`config.mk`:
```
export PLATFORM = sky130hd
export DESIGN_NAME = mac_result_collector_flat
export DESIGN_NICKNAME = d
export VERILOG_FILES = /design/src/rtl/mac_package.sv /design/src/rtl/hwpe_stream_intf_stream.sv /design/src/rtl/mac_collector_clip.sv /design/src/rtl/mac_result_collector.sv /design/src/flat_wrapper.sv
export SDC_FILE = /design/constraint.sdc
export NUM_CORES = 1
export LEC_CHECK = 0
export ABC_AREA = 1
export BUFFER_PORTS_ARGS = -buffer_cell sky130_fd_sc_hd__buf_2
export CORE_UTILIZATION = 50
export CTS_CLUSTER_DIAMETER = 150
export DETAILED_ROUTE_END_ITERATION = 6
export HOLD_SLACK_MARGIN = 0.03
export PLACE_DENSITY = 0.77
export SYNTH_ARGS = -nofsm -noshare
export SYNTH_HDL_FRONTEND = slang
export SYNTH_SLANG_ARGS = --single-unit
```
`constraint.sdc`:
```
create_clock -name clk_i -period 3.8 [get_ports clk_i]
set_input_delay 0.38 -clock clk_i [delete_from_list [all_inputs] [get_ports clk_i]]
set_output_delay 0.38 -clock clk_i [all_outputs]
set_load 0.01 [all_outputs]
```
`src/rtl/mac_package.sv`:
```
// mac_package: shared types and constants for the MAC result collector.
//   collector_state_t  : collector FSM encoding (IDLE, RUN, DRAIN, DONE)
//   ctrl_collector_t   : clear, enable, start, saturate, nb_results
//   flags_collector_t  : state, cnt_in, cnt_out, ovf (sticky), done, nb_sat
// nb_sat is only counted when MAC_COLLECTOR_STATS_EN is defined; otherwise it reads 0.
package mac_package;

  localparam int unsigned COLLECTOR_FIFO_DEPTH = 2;
  localparam int unsigned COLLECTOR_CNT_WIDTH  = 16;

  typedef enum logic [1:0] {
    IDLE  = 2'd0,
    RUN   = 2'd1,
    DRAIN = 2'd2,
    DONE  = 2'd3
  } collector_state_t;

  typedef struct packed {
    logic                           clear;
    logic                           enable;
    logic                           start;
    logic                           saturate;
    logic [COLLECTOR_CNT_WIDTH-1:0] nb_results;
  } ctrl_collector_t;

  typedef struct packed {
    collector_state_t               state;
    logic [COLLECTOR_CNT_WIDTH-1:0] cnt_in;
    logic [COLLECTOR_CNT_WIDTH-1:0] cnt_out;
    logic                           ovf;
    logic                           done;
    logic [COLLECTOR_CNT_WIDTH-1:0] nb_sat;
  } flags_collector_t;

endpackage

```
`src/rtl/hwpe_stream_intf_stream.sv`:
```
// hwpe_stream_intf_stream: valid/ready stream bundle.
//   valid, ready, data[DATA_WIDTH-1:0], strb[DATA_WIDTH/8-1:0]
//   modport source drives valid/data/strb, modport sink drives ready.
interface hwpe_stream_intf_stream #(
  parameter int unsigned DATA_WIDTH = 32
) ();

  logic                    valid;
  logic                    ready;
  logic [DATA_WIDTH-1:0]   data;
  logic [DATA_WIDTH/8-1:0] strb;

  modport source (output valid, output data, output strb, input ready);
  modport sink   (input valid, input data, input strb, output ready);

endinterface

```
`src/rtl/mac_collector_clip.sv`:
```
// mac_collector_clip: combinational narrowing of a signed result.
//   din_i      : signed input, DIN_WIDTH bits (DIN_WIDTH > DOUT_WIDTH)
//   saturate_i : 1 = clamp to signed DOUT_WIDTH range, 0 = keep low bits
//   dout_o     : narrowed result
//   ovf_o      : input does not fit in DOUT_WIDTH (either mode)
//   sat_o      : input was clamped (ovf_o & saturate_i)
module mac_collector_clip #(
  parameter int unsigned DIN_WIDTH  = 64,
  parameter int unsigned DOUT_WIDTH = 32
) (
  input  logic [DIN_WIDTH-1:0]  din_i,
  input  logic                  saturate_i,
  output logic [DOUT_WIDTH-1:0] dout_o,
  output logic                  ovf_o,
  output logic                  sat_o
);

  // A value fits when every bit from the output sign bit upward equals the sign.
  logic [DIN_WIDTH-DOUT_WIDTH:0] hi;
  assign hi    = din_i[DIN_WIDTH-1:DOUT_WIDTH-1];
  assign ovf_o = ~((&hi) | ~(|hi));
  assign sat_o = ovf_o & saturate_i;

  always_comb begin
    dout_o = din_i[DOUT_WIDTH-1:0];
    if (sat_o)
      dout_o = din_i[DIN_WIDTH-1] ? {1'b1, {(DOUT_WIDTH-1){1'b0}}}
                                  : {1'b0, {(DOUT_WIDTH-1){1'b1}}};
  end

endmodule

```
`src/rtl/mac_result_collector.sv`:
```
// mac_result_collector: sink for the MAC engine result stream.
//   clk_i, rst_ni : clock, asynchronous active-low reset
//   test_mode_i   : unused
//   d_i           : wide signed results from the engine (sink)
//   r_o           : clipped results toward the streamer (source), strb all ones
//   ctrl_i        : clear (sync reset), enable (freeze when 0), start, saturate, nb_results
//   flags_o       : state, cnt_in, cnt_out, sticky ovf, one-cycle done, nb_sat
// Results are narrowed, buffered in a 2-entry FIFO and counted against nb_results;
// done fires once the last result has been taken by the consumer.
// Optional: MAC_COLLECTOR_STATS_EN adds the nb_sat counter of clamped inputs.
// CNT_WIDTH must equal mac_package::COLLECTOR_CNT_WIDTH (struct field width).
module mac_result_collector
  import mac_package::*;
#(
  parameter int unsigned DIN_WIDTH  = 64,
  parameter int unsigned DOUT_WIDTH = 32,
  parameter int unsigned CNT_WIDTH  = COLLECTOR_CNT_WIDTH
) (
  input  logic             clk_i,
  input  logic             rst_ni,
  input  logic             test_mode_i,
  hwpe_stream_intf_stream.sink   d_i,
  hwpe_stream_intf_stream.source r_o,
  input  ctrl_collector_t  ctrl_i,
  output flags_collector_t flags_o
);

  collector_state_t      state_q;
  logic [CNT_WIDTH-1:0]  cnt_in_q, cnt_out_q, nb_sat;
  logic                  ovf_q;

  logic [DOUT_WIDTH-1:0] mem_q [COLLECTOR_FIFO_DEPTH];
  logic                  wr_ptr_q, rd_ptr_q;
  logic [1:0]            occ_q;
  logic                  fifo_full, fifo_empty;

  logic [DOUT_WIDTH-1:0] clip_data;
  logic                  clip_ovf, clip_sat;
  logic                  live, in_hs, out_hs;
  logic                  unused_in;

  assign unused_in = ^{test_mode_i, d_i.strb};

  mac_collector_clip #(
    .DIN_WIDTH  (DIN_WIDTH),
    .DOUT_WIDTH (DOUT_WIDTH)
  ) i_clip (
    .din_i      (d_i.data),
    .saturate_i (ctrl_i.saturate),
    .dout_o     (clip_data),
    .ovf_o      (clip_ovf),
    .sat_o      (clip_sat)
  );

  assign fifo_full  = (occ_q == 2'(COLLECTOR_FIFO_DEPTH));
  assign fifo_empty = (occ_q == 2'd0);

  // Handshakes are suppressed in a clear cycle as well as while disabled.
  assign live      = ctrl_i.enable & ~ctrl_i.clear;
  // ready depends only on registered FIFO state, never on r_o.ready.
  assign d_i.ready = live & (state_q == RUN) & ~fifo_full & (cnt_in_q < ctrl_i.nb_results);
  assign r_o.valid = live & ~fifo_empty;
  assign r_o.data  = mem_q[rd_ptr_q];
  assign r_o.strb  = '1;

  assign in_hs  = d_i.valid & d_i.ready;
  assign out_hs = r_o.valid & r_o.ready;

  // 2-entry FIFO
  always_ff @(posedge clk_i or negedge rst_ni) begin
    if (!rst_ni) begin
      mem_q    <= '{default: '0};
      wr_ptr_q <= 1'b0;
      rd_ptr_q <= 1'b0;
      occ_q    <= 2'd0;
    end else if (ctrl_i.clear) begin
      wr_ptr_q <= 1'b0;
      rd_ptr_q <= 1'b0;
      occ_q    <= 2'd0;
    end else if (ctrl_i.enable) begin
      if (in_hs) begin
        mem_q[wr_ptr_q] <= clip_data;
        wr_ptr_q        <= ~wr_ptr_q;
      end
      if (out_hs) rd_ptr_q <= ~rd_ptr_q;
      occ_q <= occ_q + {1'b0, in_hs} - {1'b0, out_hs};
    end
  end

  // FSM, counters and sticky overflow
  always_ff @(posedge clk_i or negedge rst_ni) begin
    if (!rst_ni) begin
      state_q   <= IDLE;
      cnt_in_q  <= '0;
      cnt_out_q <= '0;
      ovf_q     <= 1'b0;
    end else if (ctrl_i.clear) begin
      state_q   <= IDLE;
      cnt_in_q  <= '0;
      cnt_out_q <= '0;
      ovf_q     <= 1'b0;
    end else if (ctrl_i.enable) begin
      if (in_hs)            cnt_in_q  <= cnt_in_q + CNT_WIDTH'(1);
      if (out_hs)           cnt_out_q <= cnt_out_q + CNT_WIDTH'(1);
      if (in_hs & clip_ovf) ovf_q     <= 1'b1;
      case (state_q)
        IDLE: if (ctrl_i.start) begin
          cnt_in_q  <= '0;
          cnt_out_q <= '0;
          state_q   <= (ctrl_i.nb_results == '0) ? DONE : RUN;
        end
        RUN: if ((in_hs && (cnt_in_q + CNT_WIDTH'(1) == ctrl_i.nb_results)) ||
                 (cnt_in_q >= ctrl_i.nb_results))
          state_q <= DRAIN;
        DRAIN: if ((cnt_out_q == ctrl_i.nb_results) && fifo_empty)
          state_q <= DONE;
        default: state_q <= IDLE;
      endcase
    end
  end

`ifdef MAC_COLLECTOR_STATS_EN
  logic [CNT_WIDTH-1:0] nb_sat_q;
  always_ff @(posedge clk_i or negedge rst_ni) begin
    if (!rst_ni)
      nb_sat_q <= '0;
    else if (ctrl_i.clear)
      nb_sat_q <= '0;
    else if (ctrl_i.enable) begin
      if ((state_q == IDLE) && ctrl_i.start)
        nb_sat_q <= '0;
      else if (in_hs && clip_sat && !(&nb_sat_q))
        nb_sat_q <= nb_sat_q + CNT_WIDTH'(1);
    end
  end
  assign nb_sat = nb_sat_q;
`else
  logic unused_sat;
  assign unused_sat = clip_sat;
  assign nb_sat     = '0;
`endif

  always_comb begin
    flags_o         = '0;
    flags_o.state   = state_q;
    flags_o.cnt_in  = cnt_in_q;
    flags_o.cnt_out = cnt_out_q;
    flags_o.ovf     = ovf_q;
    flags_o.done    = (state_q == DONE);
    flags_o.nb_sat  = nb_sat;
  end

endmodule

```
`src/flat_wrapper.sv`:
```
// flat-port wrapper written by rule: the top's interface ports become plain ports
module mac_result_collector_flat import mac_package::*;
#(
  parameter int unsigned DIN_WIDTH  = 64,
  parameter int unsigned DOUT_WIDTH = 32,
  parameter int unsigned CNT_WIDTH  = COLLECTOR_CNT_WIDTH
)
  (clk_i, rst_ni, test_mode_i, ctrl_i, flags_o, d_i_valid, d_i_data, d_i_strb, d_i_ready, r_o_valid, r_o_data, r_o_strb, r_o_ready);
  hwpe_stream_intf_stream #(.DATA_WIDTH(64)) d_i_i ();
  hwpe_stream_intf_stream #(.DATA_WIDTH(32)) r_o_i ();
  input  logic clk_i;
  input  logic rst_ni;
  input  logic test_mode_i;
  input  ctrl_collector_t ctrl_i;
  output flags_collector_t flags_o;
  input wire logic [$bits(d_i_i.valid)-1:0] d_i_valid;
  input wire logic [$bits(d_i_i.data)-1:0] d_i_data;
  input wire logic [$bits(d_i_i.strb)-1:0] d_i_strb;
  output wire logic [$bits(d_i_i.ready)-1:0] d_i_ready;
  output wire logic [$bits(r_o_i.valid)-1:0] r_o_valid;
  output wire logic [$bits(r_o_i.data)-1:0] r_o_data;
  output wire logic [$bits(r_o_i.strb)-1:0] r_o_strb;
  input wire logic [$bits(r_o_i.ready)-1:0] r_o_ready;
  assign d_i_i.valid = d_i_valid;
  assign d_i_i.data = d_i_data;
  assign d_i_i.strb = d_i_strb;
  assign d_i_ready = d_i_i.ready;
  assign r_o_valid = r_o_i.valid;
  assign r_o_data = r_o_i.data;
  assign r_o_strb = r_o_i.strb;
  assign r_o_i.ready = r_o_ready;
  mac_result_collector #(.DIN_WIDTH(DIN_WIDTH), .DOUT_WIDTH(DOUT_WIDTH), .CNT_WIDTH(CNT_WIDTH)) u_core (.clk_i(clk_i), .rst_ni(rst_ni), .test_mode_i(test_mode_i), .d_i(d_i_i), .r_o(r_o_i), .ctrl_i(ctrl_i), .flags_o(flags_o));
endmodule
```
# Word level (Yosys, flattened, before mapping)
# Index checks and enable logic that the tools add are counted.
totals:
  inputBits: 97
  out_inout_bits: 90
  word_cells: 100
  register_bits: 103
classes:
  add_sub_neg: 4
  mux: 36
  n_bitwise: 19
  reduce_logical: 18
  n_lt_le_gt_ge: 5
  eq_ne: 9
op_table:
  columns: ["op", "count"]
  rows:
  - ["$mux 32", 6]
  - ["$mux 16", 10]
  - ["$bwmux 64", 1]
  - ["$reduce_and 33->1", 1]
  - ["$reduce_or 33->1", 1]
  - ["$add 16x1->16 const B", 2]
  - ["$demux 32 s1", 1]
  - ["$eq 16x16->1", 2]
  - ["$ge 16x16->1", 1]
  - ["$logic_not 16->1", 1]
  - ["$lt 16x16->1", 1]
  - ["$mux 2", 8]
  - ["$and 1x1->1", 9]
  - ["$mux 1", 9]
  - ["$reduce_bool 2->1", 4]
  - ["$not 1->1", 7]
  - ["$eq 2x2->1 const B", 3]
  - ["$ne 3x3->1 const B", 2]
  - ["$pmux 2 s3", 1]
  - ["$reduce_and 2->1", 3]
  - ["$ge 2x2->1 const B", 2]
  - ["$logic_not 2->1", 2]
  - ["$not 1->2", 2]
  - ["$reduce_and 4->1", 1]
  - ["9 further kinds", 11]

# Depth between registers and ports, before layout
# Gate-level depths: netlist of run 1.
depth:
  word_depth: 12
  depth_mapped: 17
  ltp_nobuf: 16

# Modules after synthesis
# From an unflattened synthesis of run 1, not the netlist that was laid out.
hier_totals:
  cells_unflattened: 995
  hier_area_um2: 7078.0
modules_own_cells:
  columns: ["mod", "cells_per_inst", "seq_area_each_um2", "instances", "area_per_inst_um2"]
  rows:
  - ["mac_result_collector", 861, 2577.5, 1, 6481.2]
  - ["mac_collector_clip", 134, 0.0, 1, 596.8]

# Worst setup path after synthesis of run 1
# No wires, ideal clock.
synth_path:
  kind: "register -> register"
  start: "reg u_core.cnt_in_q[11]"
  end: "reg u_core.occ_q[0]"
  arrival_ns: 2.083
  n_path_buf: 1
  path_stages_with_launch: 11
  setup_slack_ns: 1.581
  period_less_slack_ns: 2.219
  required_ns: 3.664
  cell_sequence: "dfrtp_1 -> ha_1 -> a21oi_1 -> nand2_1 -> a21oi_1 -> nand4_4 -> inv_2 -> buf_2 -> ha_1 -> nand3_1 -> o21ai_0"
synth_via:
  elab_chain_len: 7
synth_lines:
  columns: ["element", "line", "text"]
  rows:
  - ["start, declared", "mac_result_collector.sv:29", "logic [CNT_WIDTH-1:0] cnt_in_q, cnt_out_q, nb_sat;"]
  - ["start signal, assigned", "mac_result_collector.sv:103", "if (in_hs) cnt_in_q <= cnt_in_q + CNT_WIDTH'(1);"]
  - ["$lt 16x16->1", "mac_result_collector.sv:61", "assign d_i.ready = live & (state_q == RUN) & ~fifo_full & (cnt_in_q < ctrl_i.nb_results);"]
  - ["$and 1x1->1", "mac_result_collector.sv:61", null]
  - ["$and 1x1->1", "mac_result_collector.sv:66", "assign in_hs = d_i.valid & d_i.ready;"]
  - ["$add 2x1->2", "mac_result_collector.sv:86", "occ_q <= occ_q + {1'b0, in_hs} - {1'b0, out_hs};"]
  - ["$sub 2x1->2", "mac_result_collector.sv:86", null]
  - ["$mux 2", "mac_result_collector.sv:80", "end else if (ctrl_i.enable) begin"]
  - ["$mux 2", "mac_result_collector.sv:76", "end else if (ctrl_i.clear) begin"]
  - ["end signal, assigned", "mac_result_collector.sv:86", null]
  - ["end, declared", "mac_result_collector.sv:34", "logic [1:0] occ_q;"]
# Every way passes these cells. The select of a mux whose other input is x is not followed.
# A chain may end at the register's enable or synchronous reset.

# Final worst setup path of run 1
layout_path:
  start: "reg u_core.cnt_in_q[11]"
  end: "reg u_core.mem_q[22] (netlist bit)"
layout_via:
  elab_chain_len: 4
layout_lines:
  columns: ["element", "line", "text"]
  rows:
  - ["$lt 16x16->1", "mac_result_collector.sv:61", null]
  - ["$and 1x1->1", "mac_result_collector.sv:61", null]
  - ["$and 1x1->1", "mac_result_collector.sv:66", null]
  - ["$reduce_and 3->1 (no line)", null, null]
  - ["end signal, assigned by index", "mac_result_collector.sv:82", "mem_q[wr_ptr_q] <= clip_data;"]
  - ["end, declared", "mac_result_collector.sv:32", "logic [DOUT_WIDTH-1:0] mem_q [COLLECTOR_FIFO_DEPTH];"]
# Every way passes these cells.

==> results.md, run 1 <==
Critical path:
- STA classifies the critical path endpoint as a flip-flop.
- The endpoint of the lowest-slack register-to-register path is u_core.mem_q[22]$_DFFE_PN0P_.
- The worst-path maximum fanout is between 60 and 70.
- The most common cell type on the critical path is sky130_fd_sc_hd__a21oi_1.
- The reg-to-reg startpoint is u_core.cnt_in_q[11]$_DFFE_PN0N_.
- STA classifies the critical path startpoint as a flip-flop.
- The peak per-stage delay on the critical path is approximately 0.55 ns.
- Across all register-to-register paths, the minimum setup slack is around 1.2 ns.
- Data arrives at the worst endpoint at roughly 2.9 ns.
- The signal on the critical path passes through ha_1, a21oi_1, nand2_1, a21oi_1, nand4_4, nor2_4, buf_4, nor2_1, a31oi_1.
- On the critical path, the stage with the largest delay is an instance of sky130_fd_sc_hd__dfrtp_1.
- The number of cell instances on the worst register-to-register path is 9.
- The worst setup path is of the reg2reg kind.
- The data required time at the worst endpoint is 4.08 ns.

Synth:
- Yosys mapped a number of flops with a built-in enable equal to 0.
- For this run, the leading register cell type out of synthesis is sky130_fd_sc_hd__dfrtp_1.
- The proportion of register bits with asynchronous set or reset after synthesis is 100%.
- The count of cell types in the netlist is 53.
- The sequential area share after synthesis is 38.5%.
- Counting flops and latches in the post-synthesis netlist gives 103.
- The fraction of post-synthesis cell area in the top cell type by area is between 30% and 40%.
- Summing every instance area after synthesis gives 6700 um2.
- By instance count, the leading cell after synthesis is sky130_fd_sc_hd__nand2_1.
- Counting every instance in the synthesized netlist gives about 900.
- Sorting the synthesized cells by how often they occur yields sky130_fd_sc_hd__nand2_1 (203), sky130_fd_sc_hd__dfrtp_1 (103), sky130_fd_sc_hd__nor2_1 (101).
- The Yosys step of the flow raised 0 warnings.
- A synthesized cell averages approximately 7.4 um2.
- Ranked by total cell area, the synthesized netlist is headed by sky130_fd_sc_hd__dfrtp_1 (38%), sky130_fd_sc_hd__nand2_1 (11%), sky130_fd_sc_hd__a31oi_1 (5.9%).
- The largest area contributor in the synthesized netlist is sky130_fd_sc_hd__dfrtp_1.

STA:
- The clock period minus final worst setup slack is ~2.6 ns.
- In the final timing run, aggregate negative setup slack is 0 ns.
- The tightest hold path in the finished design has a slack of ~0.19 ns.
- The maximum clock rate is between 0.3 and 0.4 GHz.
- The number of pins exceeding their max-slew limit in the final report was 0.
- The hold violation total from the final report is 0.
- The worst path uses between 60% and 70% of the clock period.
- For the pin with the worst max-slew slack, the measured transition is a little over 1 ns.
- The setup clock skew after layout is 0.0120 ns.
- The setup-violating endpoint count in the final report is 0.
- The worst slew margin relative to its limit is roughly a third.
- Setup repair after global routing left no endpoint under its margin.

Layout:
- In the final layout, the share of cells above drive strength 1 is about a fifth.
- For this run, the post-layout net count is between 1k and 1.5k.
- Relative to the synthesized area, the layout overhead comes to 16.7%.
- Cells fill ~60% of the core in the end.
- The number of antenna diodes in the final layout is 0.
- The finished cells cover 7820 um2.

Clock tree:
- After clock tree synthesis, the setup repair step added 0 buffers.
- In this run the deepest clock path goes through 2 buffers.
- The later pin in the worst-skew pair is clocked with a latency of roughly 0.36 ns.
- The CTS H-tree depth is 3.
- The CTS buffer count is 9.
- For this design, the CTS-stage hold fixing added 0 buffers.
- After clock tree synthesis, the repair step resized 0 gates.
- The clock drives approximately 100 sinks.
- The clock transition at the register clock pins on the worst setup and hold paths after CTS is 0.08 ns.
- The TritonCTS clock tree is yes.
- The cell chosen for the clock root is sky130_fd_sc_hd__clkbuf_16.

Global routing:
- The total global routing overflow is 0.
- The first global-routing pass estimated slightly below 30000 um of wire.
- The number of antenna violations at the first check in global routing was 0.
- The pin count of the biggest net entering global routing is 79.
- The global-route usage over all layers is between 20% and 30%.
- The number of global-route vias before repair is approximately 5.9k.

Power:
- The leakage component of the power is just under 4 nW.
- Dividing total power by cell area gives a power density of approximately 470 nW/um2.
- The worst ir drop on vdd is 0.302 mV.
- The total power draw is about 3.7 mW.

Detailed routing:
- The DRC marker count from the first detailed-route iteration is 552.
- The number of optimization iterations in the first detailed-route pass is 7.
- The number of remaining DRC errors is 0.
- The detail-routed via count per cell is between 5 and 6.
- The total wire length after detailed routing is ~17000 um.
- In the final routed layout, each cell accounts on average for 14.4 um.
- The via count of the routed design is between 6k and 7k.
- Once detail routing completed, the nets flagged for antenna violations numbered 0.

Job:
- The reported max-cap violation count is 0.

Die:
- The top-level I/O count is about 190.
- The die is between 100 and 150 um wide.
- After floorplanning, the core was sized to cover 12800 um2.
- The number of standard-cell rows in the floorplan is between 40 and 50.
- The initial core utilization is a little over half.
- In this run the vertical extent of the chip is between 100 and 150 um.
- The area enclosed by the die boundary is around 14000 um2.

Placed design:
- The count of buffers from port buffering is around 160.
- The weighted congestion reported at the end of routability-driven placement is ~0.95.
- The placed instances occupy a cell area of 7490 um2.
- Once detailed placement completed, the half-perimeter wirelength came to roughly 13000 um.

Outcome:
- The flow ran to the end, and the final reports show no timing, DRC or antenna violations.

Worst hold path:
- The min-delay analysis places its worst path in the category in2async.
==> logic make-up (layout without fill, tap and decap cells) <==
| group | after synthesis | in the layout | share of synthesized area, % |
|---|---|---|---|
| simple gates | 413 | 413 | 27.3 |
| compound gates | 187 | 187 | 16.5 |
| buf+inv | 151 | 275 | 10.4 |
| flops | 103 | 103 | 38.5 |
| fa+ha+maj | 24 | 24 | 4.49 |
| xor+xnor | 19 | 19 | 2.69 |
| other cells | 2 | 20 | 0.112 |
==> where the power goes <==
group / switching, mW / internal (mW) / leakage (nW)
registers: 0.166 / 1.40 / 1.34
logic: 0.663 / 0.477 / 2.38
clock network: 0.474 / 0.532 / 0.154
==> state kept, by name (all words and copies together) (netlist names) <==
signal            flops
u_core.ovf_q          1
u_core.occ_q          2
u_core.cnt_out_q     16
u_core.wr_ptr_q       1
u_core.rd_ptr_q       1
u_core.state_q        2
u_core.mem_q         64
u_core.cnt_in_q      16
==> placed cells by master (no fill, tap or decap), types with 11 or more instances in the layout <==
cell	count
sky130_fd_sc_hd__a21oi_1	27
sky130_fd_sc_hd__a31oi_1	63
sky130_fd_sc_hd__buf_2	156
sky130_fd_sc_hd__conb_1	20
sky130_fd_sc_hd__dfrtp_1	103
sky130_fd_sc_hd__ha_1	24
sky130_fd_sc_hd__inv_1	90
sky130_fd_sc_hd__nand2_1	203
sky130_fd_sc_hd__nand3_1	45
sky130_fd_sc_hd__nand4_1	17
sky130_fd_sc_hd__nor2_1	101
sky130_fd_sc_hd__nor4_1	11
sky130_fd_sc_hd__o21ai_0	67
sky130_fd_sc_hd__xor2_1	16
==> worst max-delay path: cells and delay by family (launching register included) <==
kind / cells / cell delay, ns
compound gates: 3 / 0.58
flops: 1 / 0.55
buf+inv: 1 / 0.52
simple gates: 4 / 0.51
fa+ha+maj: 1 / 0.33
==> cell type report <==
cell class	count	area [um2]
Fill cell	1256	5010
Multi-Input combinational cell	663	3490
Sequential cell	103	2580
Timing Repair Buffer	164	853
Inverter	95	360
Clock buffer	9	225
Tap cell	172	215
Clock inverter	7	98.8
==> worst max path at each step <==
stage | cells past startpoint | startpoint | slack (ns) | endpoint
2_1_floorplan | 10 | u_core.cnt_in_q[11]$_DFFE_PN0N_ | 1.58 | u_core.occ_q[0]$_DFFE_PN0N_
3_3_place_gp | 11 | ctrl_i[15] | 1.16 | u_core.occ_q[0]$_DFFE_PN0N_
3_5_place_dp | 11 | ctrl_i[15] | 1.15 | u_core.mem_q[14]$_DFFE_PN0P_
4_1_cts | 9 | u_core.cnt_in_q[11]$_DFFE_PN0N_ | 1.22 | u_core.mem_q[22]$_DFFE_PN0P_
5_1_grt | 9 | u_core.cnt_in_q[11]$_DFFE_PN0N_ | 0.93 | u_core.mem_q[14]$_DFFE_PN0P_
6_report | 9 | u_core.cnt_in_q[11]$_DFFE_PN0N_ | 1.21 | u_core.mem_q[22]$_DFFE_PN0P_
==> per-stage QoR <==
stage                     std cells  setup WS (ns)
final                          1213           1.21
after global routing           1213          0.935
after CTS                      1213           1.22
after detailed placement       1197           1.15
after global placement         1197           1.16
after floorplan                 917           1.58
==> per-layer routing <==
metal / part of all wire (%) / vias up / global-route usage (%)
met3: 6.6 / 18 / 4.41
li1: - / 3254 / -
met1: 45 / 3008 / 36.0
met4: 1.3 / 0 / 6.81
met2: 47 / 243 / 41.9
met5: 0 / - / 0
(Power assumes the default switching activity.)
==> run 2, diff against run 1 <==
==> constraint.sdc (replaced) <==
create_clock -name clk_i -period 2.5 [get_ports clk_i]
set_input_delay 0.25 -clock clk_i [delete_from_list [all_inputs] [get_ports clk_i]]
set_output_delay 0.25 -clock clk_i [all_outputs]
set_load 0.01 [all_outputs]
==> results.md, run 2 (synthesized netlist as in run 1, its figures left out) <==
Layout:
- The number of flip-flops under the largest register name is 64.
- Relative to the synthesized area, the layout overhead comes to 20.2%.
- In the final design database the tool counted ~1.2k nets.
- The largest registers in the layout are u_core.mem_q: 64 flops, u_core.cnt_in_q: 16 flops, u_core.cnt_out_q: 16 flops.
- In the final layout, flip-flops and latches occupy around 2600 um2.
- The register ranked first by flip-flop count is u_core.mem_q.
- Of the cells placed in the final design, the portion with a size suffix greater than 1 is 22.0%.
- The final standard cell count with taps included and fillers excluded is 1238.
- The combined area of the multi-input logic cells is 3490 um2.
- 0 antenna diodes ended up in the layout.
- Leaving out fill and tap cells, the most frequent cells in the layout are sky130_fd_sc_hd__nand2_1 (203), sky130_fd_sc_hd__buf_2 (156), sky130_fd_sc_hd__dfrtp_1 (103).
- The library cell used most frequently in the layout, excluding fill and tap cells, is sky130_fd_sc_hd__nand2_1.
- With fillers left out, the area of the finished cells amounts to 8050 um2.
- The number of inserted filler cells in the final layout is between 1k and 1.5k.

STA:
- The clock period could shrink to 2.36 ns.
- The slew at the pin closest to its max-slew limit is a little under 0.6 ns.
- The worst slew margin relative to its limit is 61.2%.
- The final sum of negative setup slack is 0 ns.
- The setup-violating endpoint count in the final report is 0.
- For the final database, setup skew stands at 0.00854 ns.
- Setup repair after global routing left no endpoint under its margin.
- The hold violation total from the final report is 0.
- Derived from the worst setup path, the maximum achievable clock frequency is 0.424 GHz.
- The final worst-path cycle share is 94.4%.
- The number of pins exceeding their max-slew limit in the final report is 0.

Die:
- In this run the standard cell core region covers 12800 um2.
- The area enclosed by the die boundary is between 10000 and 15000 um2.
- The floorplan has 41 rows.
- The die extent in x is 118 um.
- The initial core utilization is between 50 and 60%.
- The top-level I/O count is roughly 190.
- The vertical die dimension is roughly 120 um.

Power:
- The leakage component of the power is 4.00 nW.
- The switching power is between 1.5 and 2 mW.
- The design internal power is between 3 and 4 mW.
- The worst-case IR drop observed on VDD is about 0.44 mV.
- The proportion of power drawn by the clock network is around 25%.
- Sequential cells account for between 40% and 50% of the total power.
- Power spread over the standard cell area amounts to between 600 and 700 nW/um2.
- The switching power as a share of total power is roughly 35%.
- The share of total power dissipated in combinational logic is between 30% and 40%.

Worst hold path:
- The type of the most critical hold path is in2reg.
- The worst hold path was traced through 3 stages.

Critical path:
- The type of element capturing the critical path is an output port.
- The nature of the critical path startpoint is a flip-flop.
- The data required time at the worst endpoint is roughly 2.3 ns.
- The data arrival time of the critical path is 2.11 ns.
- The number of cell instances on the worst register-to-register path is 13.
- The worst setup path is of the reg2out kind.
- The flop-to-flop setup slack is approximately 0.18 ns.
- The worst-path maximum fanout is 5.

Detailed routing:
- The via count of the routed design is between 6k and 7k.
- After detailed routing, the average wire length per cell comes to between 10 and 15 um.
- Once detail routing completed, the nets flagged for antenna violations numbered 0.
- The number of optimization iterations in the first detailed-route pass is 4.
- The DRC marker count from the first detailed-route iteration is between 400 and 500.
- The final layout contains routed wiring with a total length of roughly 17000 um.
- The detail-routed via count per cell is 5.31.
- The number of remaining DRC errors is 0.

Clock tree:
- Clock tree synthesis inserted a total of 9 buffers.
- The cell chosen for the clock root is sky130_fd_sc_hd__clkbuf_16.
- The number of buffers on the longest clock path is 2.
- The H-tree was split into 3 levels.
- The clock latency on the worst-skew pair is roughly 0.35 ns.
- The sink count of the clock tree is a little over 100.
- After clock tree synthesis, the clock-pin slew on the worst setup and hold paths is 0.08 ns.
- The TritonCTS clock tree is yes.

Global routing:
- Global routing finished with a remaining overflow of 0.
- Global routing consumed, over all layers together, approximately a quarter of the routing resources.
- The first-pass GRT wire length is ~29000 um.
- The met3 usage is 4.55%.
- The global routing usage on met1 is between 30% and 40%.
- The busiest metal layer after global routing is met2.
- The number of global-route vias before repair was just under 6k.
- The number of antenna violations at the first check in global routing was 0.
- Entering global routing, the biggest net connects between 100 and 150 pins.
- For this run, global-route usage on met2 was measured as 41.3%.

Placed design:
- The count of buffers from port buffering is around 160.
- The weighted congestion reported at the end of routability-driven placement is just over 0.9.
- The estimated wirelength of the detail-placed design is between 10000 and 15000 um.
- The instance count after placement with tap cells included is about 1.2k.
- The placed cell area is between 7000 and 8000 um2.

Job:
- The reported max-cap violation count is 0.

Outcome:
- The run finished with clean final reports.
run 2: cell count changes in the layout (fill, tap and decap cells not counted), sizes merged:
| cell | before | now |
|---|---|---|
| bufinv | 1 | 0 |
| dlygate4sd3 | 0 | 1 |
| clkbuf | 9 | 10 |
| clkinvlp | 1 | 2 |
| buf | 164 | 188 |
| clkinv | 4 | 3 |
run 2: per-stage QoR:
step           worst slack [ns]  hold WS (ns)  util (%)  power, mW
6_report                  0.139         0.167      62.7       5.57
5_1_grt                 0.00485         0.162      62.7       5.98
4_1_cts                   0.127         0.158      62.6       5.60
3_5_place_dp             0.0987         0.367      60.3       4.20
3_3_place_gp              0.152         0.363      60.3       4.14
2_1_floorplan             0.281       -0.0456         -       3.51
run 2: worst paths after layout:
kind | startpoint | endpoint
worst max-delay path | u_core.cnt_in_q[15]$_DFFE_PN0N_ | d_i_ready
worst min-delay path | d_i_data[27] | u_core.mem_q[27]$_DFFE_PN0P_
worst max register to register | u_core.cnt_in_q[15]$_DFFE_PN0N_ | u_core.state_q[0]$_DFFE_PN0P_
worst min register to register | u_core.mem_q[63]$_DFFE_PN0P_ | u_core.mem_q[63]$_DFFE_PN0P_
max in group asynchronous | rst_ni | u_core.cnt_out_q[12]$_DFFE_PN0N_
min in group asynchronous | rst_ni | u_core.cnt_in_q[4]$_DFFE_PN0N_
run 2: final cells by class:
cell class                 instances  area share (%)
timing repair buffer             189            13.8
tap                              172            2.67
multi-input combinational        663            43.4
clock buffer                      10            2.85
sequential                       103            32.0
inverter                          95            4.48
clock inverter                     6           0.777
run 2: metal layers:
layer,up-vias,routed length (um)
met2,263,8180
met1,2991,7680
met4,0,272
met5,-,0
met3,26,1350
li1,3293,-
run 2: critical path, cell delays in order, from the launching register on:
cell and delay [ns]:
sky130_fd_sc_hd__dfrtp_1 0.44, sky130_fd_sc_hd__ha_1 0.33, sky130_fd_sc_hd__nand2_1 0.09, sky130_fd_sc_hd__nor3_1 0.33, sky130_fd_sc_hd__nand2_1 0.16, sky130_fd_sc_hd__and2_1 0.18
sky130_fd_sc_hd__nand2_1 0.07, sky130_fd_sc_hd__inv_1 0.04, sky130_fd_sc_hd__buf_2 0.13
run 2: what timing repair did:
item,in CTS,in global routing
resized for setup,0,3
setup buffers,0,1
hold endpoints to repair,103,0
setup endpoints to repair,0,2
hold buffers,1,0
run 2: power by group through the flow:
stage          combinational, mW  sequential [mW]  clock, mW
6_report                    1.79             2.38       1.40
5_1_grt                     2.04             2.44       1.50
4_1_cts                     1.80             2.38       1.42
3_5_place_dp                1.78             2.41          0
3_3_place_gp                1.75             2.39          0
2_1_floorplan               1.15             2.37          0
